[src/rtl/program_sequencer.sv]
// program_sequencer: PC, instruction register, two-cycle state flop and end-of-execution halt.
module program_sequencer #(
  parameter int PC_W  = 8,
  parameter int IW    = 8,
  parameter int CNT_W = 16
) (
  input  logic             clk,
  input  logic             rst,
  input  logic             ns,
  input  logic [1:0]       ps,
  input  logic             rom_enable,
  input  logic [IW-1:0]    rom_data,
  input  logic [PC_W-1:0]  target_in,
  input  logic [PC_W-1:0]  jr_addr,
  output logic [PC_W-1:0]  rom_addr,
  output logic [PC_W-1:0]  pc,
  output logic [IW-1:0]    instr,
  output logic             state,
  output logic             ir_valid,
  output logic [PC_W-1:0]  link_pc,
  output logic             halted,
  output logic [CNT_W-1:0] retired
);
  logic [PC_W-1:0] pc_nxt;
  logic            eoe;
  always_comb begin
    pc_nxt = ps == 2'b00 ? pc :
             ps == 2'b01 ? pc + 1'b1 :
             ps == 2'b10 ? target_in : jr_addr;
    eoe    = ps == 2'b00 && !ns && !rom_enable;
  end
  assign rom_addr = pc;
  assign link_pc  = pc;
  always_ff @(posedge clk) begin
    if (rst) begin
      pc       <= '0;
      instr    <= '0;
      state    <= 1'b0;
      ir_valid <= 1'b0;
      halted   <= 1'b0;
      retired  <= '0;
    end else if (!halted) begin
      if (eoe) begin
        halted <= 1'b1;
      end else begin
        state <= ns;
        pc    <= pc_nxt;
        if (rom_enable) begin
          instr    <= rom_data;
          ir_valid <= 1'b1;
          retired  <= &retired ? retired : retired + 1'b1;
        end
      end
    end
  end
endmodule

[config.mk]
export PLATFORM = sky130hd
export DESIGN_NAME = program_sequencer
export DESIGN_NICKNAME = d
export VERILOG_FILES = /design/src/rtl/program_sequencer.sv
export SDC_FILE = /design/constraint.sdc
export NUM_CORES = 1
export LEC_CHECK = 0
export BUFFER_PORTS_ARGS = -buffer_cell sky130_fd_sc_hd__buf_2
export CAP_MARGIN = 40
export CORE_MARGIN = 5
export CORE_UTILIZATION = 30
export CTS_CLUSTER_DIAMETER = 60
export CTS_CLUSTER_SIZE = 10
export DETAILED_ROUTE_END_ITERATION = 10
export MAX_ROUTING_LAYER = met4
export SLEW_MARGIN = 20
export SYNTH_ARGS = -nofsm -noshare
export SYNTH_HDL_FRONTEND = slang
export SYNTH_SLANG_ARGS = --single-unit
[constraint.sdc]
create_clock -name clk -period 1.7 [get_ports clk]
set_input_delay 0.425 -clock clk [delete_from_list [all_inputs] [get_ports clk]]
set_output_delay 0.425 -clock clk [all_outputs]
set_load 0.01 [all_outputs]
==> results of run 1 <==
## kinds of logic (layout without fill, tap and decap cells)
family	after synthesis	in the layout	share of synthesized area
buffers and inverters	33	115	0.104
AOI/OAI and AO/OA	66	66	0.213
adders and majority gates	2	2	0.0128
and+or+nand+nor	97	97	0.280
DFF	35	35	0.358
muxes	4	4	0.0230
xor gates and xnor gates	2	2	0.00896
## Yosys cell counts, types with 2 or more instances
cell type | n | area [um^2]
dfxtp_1 | 35 | 701
a21oi_1 | 27 | 135
nand2_1 | 24 | 90.1
buf_4 | 17 | 128
nor2_1 | 16 | 60.1
nand3_1 | 12 | 60.1
nand4_1 | 9 | 56.3
clkbuf_1 | 8 | 30.0
o21ai_0 | 8 | 40.0
nor2b_1 | 6 | 37.5
o31ai_1 | 6 | 45.0
or4_1 | 5 | 37.5
nand2b_1 | 4 | 25.0
nor3_1 | 4 | 20.0
nor4_1 | 4 | 25.0
o21ai_1 | 4 | 20.0
or3_1 | 4 | 25.0
a211oi_1 | 3 | 22.5
inv_1 | 3 | 11.3
mux2i_1 | 3 | 30.0
o2111ai_1 | 3 | 26.3
o21a_1 | 3 | 22.5
and3_2 | 2 | 15.0
and4_4 | 2 | 22.5
buf_6 | 2 | 22.5
ha_1 | 2 | 25.0
o211ai_1 | 2 | 15.0
o2bb2ai_1 | 2 | 17.5
xor2_1 | 2 | 17.5
## routing by layer
metal | global-route usage | share of wire | vias up
met1 | 0.177 | 0.46 | 958
met3 | 0.0250 | 0.027 | 2
met5 | - | 0 | -
li1 | - | - | 1033
met2 | 0.219 | 0.50 | 32
met4 | 0.0434 | 0.0085 | 0
## cells in the final DEF (no fill, tap or decap), drive strengths merged, types with 3 or more instances in the layout
cell     count
nand4       10
or3          5
a21oi       27
nor2b        6
clkbuf       5
mux2i        3
o2111ai      3
o21a         3
a211oi       3
o21ai       12
or4          5
nor2        16
nand2       24
nor3         4
buf        103
nand2b       4
inv          3
clkinv       3
o31ai        6
dfxtp       35
nand3       12
nor4         5
## power groups by stage
stage	clock network [uW]	logic [uW]	registers (uW)
after floorplan	0	189	928
after global placement	0	316	909
after detailed placement	0	320	909
after CTS	641	321	890
after global routing	675	350	898
final	611	317	890
## critical path, cell delays in order, from the launching register on
cell     delay, ps
dfxtp_1        420
nand4_1        220
nor2_1         240
nor4b_2        330
mux2_4         330
## worst min path at each step
stage	start	endpoint
final	rom_data[2]	instr[2]
after detailed placement	instr[1]	instr[1]
after CTS	rom_data[2]	instr[2]
after global routing	rom_data[1]	instr[1]
after floorplan	instr[0]	instr[0]
after global placement	instr[0]	instr[0]
## timing repair
| item | 4_1_cts | 5_1_grt |
|---|---|---|
| setup endpoints to repair | 0 | 7 |
| resized for setup | 0 | 2 |
| setup buffers | 0 | 1 |
## flip-flops by register name (all words and copies together), names as in the netlist
name,count
halted,1
instr,8
ir_valid,1
link_pc,8
retired,16
state,1
## layout make-up
type / instances / area [um^2] / share of cell area
clock inverters: 3 / 25.0 / 0.00979
multi-input cells: 171 / 1070 / 0.419
clock buffers: 5 / 68.8 / 0.0269
repair buffers: 103 / 577 / 0.226
inverters: 4 / 15.0 / 0.00588
flip-flops and latches: 35 / 703 / 0.275
well taps: 77 / 96.3 / 0.0377
## metrics by stage
step / TNS [ps] / cell area (um^2)
after detailed placement: 0 / 2440
after CTS: 0 / 2540
after global placement: 0 / 2440
final: 0 / 2550
after floorplan: 0 / 1970
after global routing: -17.7 / 2550
==> metrics, run 1 <==
status=complete, no violations; IO Pins=81; relative slew slack=0.788; # hold bufs at CTS=0; GRT Overall Usage=0.138; Post-DP HPWL=4300 um; clock root cell=clkbuf_8; Pwr per Cell Area=711 nW/um^2; Clock Latency Late Sink=280 ps; Setup-failing EPs final=0; reg-to-reg slack, setup=60 ps; Peak supply drop=0.398 mV; area grow syn2layout=30.6%; Synth Instances=239; Die ar.=8230 um^2; fin worst setup slack=63.5 ps; Worst Hold Path Cells=3; sequential share of power=0.490; clk sinks=35; post-synthesis net count=271; dpl cells=389; Worst R2R Path Depth=4; Setup CP Type=flop to flop; initial antenna violation count=0; die span in y=90.7 um; final slew viol count=0; DRC violations left=0; TritonCTS buffer count=5; worst r2r src=retired[4]; Starting Density=0.308; first-pass GRT wire length=9360 um; fillers=639; Util after Layout=0.402; period utilization=0.963; sw power=526 uW; Power, Total=1820 uW; FMAX=611 MHz; Die X-Extent=90.7 um; clock group share of total power=0.336; Comb pwr share=0.174; crit end category=flop; Synth warnings=0; Buffers on Ports=80; Vias per Instance=5.09; Seq/Total Area, Yosys=0.358; worst path arrival time=1820 ps; internal power=1290 uW; drt initial violations=132; Setup Skew=6.88 ps; Hold WC Path Type=input port to flop; RSZ-0062 raised after global routing=true; count of nets after finishing=352; Post-Syn Area=1960 um^2; crit path to=retired[9]; Reg clk slew, reported paths=80 ps; number of global-route vias before repair=1922; CP Launch Type=flop; Yosys cell types=46; Routed Antenna Nets=0; minimum clock period=1640 ps; Routed WL=5560 um; Via Count=2025; sw frac=0.290; CTS tree=done; pre-CTS setup slack=48.0 ps; CP required=1880 ps; Fin Hold WS=371 ps; Ant. Diodes=0; final weighted congestion in routability-driven placement=0.802; Post-synth EDFFs=0; slew at the pin with the worst max-slew slack=317 ps; CP Max Fanout=6; Max Cap Viol=0; Yosys reg bits=35; DR WL/cell=14.0 um; final non-filler cell total=398; final hold viol count=0; Main synth FF type=dfxtp_1; crit path from=retired[4]; syn_area_per_cell=8.18 um^2; core region area=6350 um^2; Max clock buf depth=2; leak pwr=0.00113 uW; largest net degree at the start of global routing=21; share of layout cells above drive strength 1=0.393; Critical R2R Capture=retired[9]; row cnt=29; TritonRoute pass-1 iters=4; global route overflow=0; H-tree depth=2; Async S/R FF share, synth=0
Note: power is estimated with default switching activity, not from simulation.
==> run 2, diff against run 1 <==
--- a/config.mk
+++ b/config.mk
@@ -12,6 +12,7 @@
 export CTS_CLUSTER_DIAMETER = 60
 export CTS_CLUSTER_SIZE = 10
 export DETAILED_ROUTE_END_ITERATION = 10
+export GPL_TIMING_DRIVEN = 0
 export MAX_ROUTING_LAYER = met4
 export SLEW_MARGIN = 20
 export SYNTH_ARGS = -nofsm -noshare
==> run 2 against run 1 <==
  * Cell area rose by 4.0%
  * Global-route usage rose by 0.19 points
  * Die area did not move
  * Hold slack improved by 5.3 ps
  * Largest power group unchanged
==> metrics, run 2 (same netlist as run 1, synthesis figures left out) <==
Setup CP Type=flop to flop; IO Pins=81; final weighted congestion in routability-driven placement=0.813; DRC violations left=0; Reg with most FFs=retired; Post-DP HPWL=4200 um; Reg clk slew, reported paths=70 ps; relative slew slack=0.583; Ant. Diodes=0; Setup-failing EPs final=0; Clock Latency Late Sink=280 ps; Routed Antenna Nets=0; share of layout cells above drive strength 1=0.418; Buffers on Ports=78; count of nets after finishing=366; clock root cell=clkbuf_8; Hold WC Path Type=input port to flop; final hold viol count=0; Die ar.=8230 um^2; commonest cells after routing, fill and taps aside=79 x buf_2, 28 x buf_4, 26 x a21oi_1; row cnt=29; FMAX=616 MHz; CP Launch Type=flop; max reg flops=16; slew at the pin with the worst max-slew slack=622 ps; Peak supply drop=0.345 mV; GRT Overall Usage=0.140; CP required=1880 ps; H-tree depth=2; drt initial violations=138; largest net degree at the start of global routing=11; period utilization=0.955; TritonRoute pass-1 iters=4; Setup Skew=7.91 ps; Via Count=2103; area of the multi-input gates=1080 um^2; area grow syn2layout=35.9%; Max Cap Viol=0; Vias per Instance=5.10; number of global-route vias before repair=2044; Slowest cell on crit path=dfxtp_2; Power, Total=1820 uW; CP Max Fanout=7; status=complete, no violations; Die X-Extent=90.7 um; leak pwr=0.00118 uW; leading cell type in the layout, fill and taps excluded=buf_2; DR WL/cell=13.5 um; die span in y=90.7 um; fillers=648; first-pass GRT wire length=9470 um; register area=721 um^2; Max clock buf depth=2; reg-to-reg slack, setup=80 ps; final slew viol count=0; Starting Density=0.308; global route overflow=0; # hold bufs at CTS=0; Routed WL=5560 um; worst path arrival time=1800 ps; CP peak stage delay=390 ps; initial antenna violation count=0; CTS tree=done; core region area=6350 um^2; clk sinks=35; RSZ-0062 raised after global routing=false; minimum clock period=1620 ps; critical path cell sequence=nand4_1, buf_4, nor2_1, nor4b_4, mux2_4; crit end category=flop; TritonCTS buffer count=5; Pwr per Cell Area=685 nW/um^2; Fin Hold WS=377 ps
-- run 2: changes by cell type in the layout (fill, tap and decap cells not counted), sizes merged --
| cell | before | now |
|---|---|---|
| clkinv | 3 | 2 |
| clkbuf | 5 | 14 |
| buf | 103 | 110 |
| clkinvlp | 1 | 0 |
-- run 2: per-stage QoR --
step	instance area [um^2]	setup TNS (ps)	instances	util	worst slack [ps]
after floorplan	1970	0	239	-	69.9
after global placement	2460	-248	394	0.387	-63.8
after detailed placement	2460	-361	394	0.387	-81.2
after CTS	2560	0	404	0.404	8.70
after global routing	2660	0	412	0.419	8.57
final	2660	0	412	0.419	76.3
-- run 2: routing by layer --
| metal | track usage | part of all wire | vias up | wire [um] |
|---|---|---|---|---|
| li1 | - | - | 1068 | - |
| met1 | 0.169 | 0.45 | 993 | 2520 |
| met2 | 0.229 | 0.49 | 38 | 2730 |
| met3 | 0.0283 | 0.044 | 4 | 243 |
| met4 | 0.0484 | 0.012 | 0 | 68 |
| met5 | - | 0 | - | 0 |
-- run 2: timing repair --
item | 4_1_cts | 5_1_grt
resized for setup | 2 | 15
setup buffers | 2 | 9
endpoints found under the setup margin | 6 | 21
endpoints found under the hold margin | 0 | 0
pin swaps | 3 | 5
-- run 2: layout make-up --
class / count / share of cell area
buffer: 28 / 0.0716
clock buffer: 7 / 0.0287
clock inverter: 1 / 0.00188
inverter: 4 / 0.00565
multi-input combinational: 171 / 0.407
sequential: 35 / 0.271
tap: 77 / 0.0363
timing repair buffer: 89 / 0.178
-- run 2: worst paths after layout --
check                                 start         end  cells past startpoint
worst max register to register   retired[3]  retired[9]                      5
worst min-delay path            rom_data[0]    instr[0]                      3
worst max-delay path             retired[3]  retired[9]                      5
worst min register to register     instr[5]    instr[5]                      2
-- run 2: power by group --
group / total (uW) / switching [uW] / internal [uW] / leakage (uW)
logic: 345 / 171 / 174 / 0.000848
registers: 897 / 44.0 / 853 / 0.000292
clock network: 578 / 291 / 287 / 0.0000422
total: 1820 / 505 / 1310 / 0.00118
-- run 2: worst max-delay path: cells and delay by family (launching register included) --
family | cells | cell delay (ps)
flip-flops | 1 | 390
buffers and inverters | 1 | 190
AND/OR/NAND/NOR | 3 | 630
multiplexers | 1 | 320
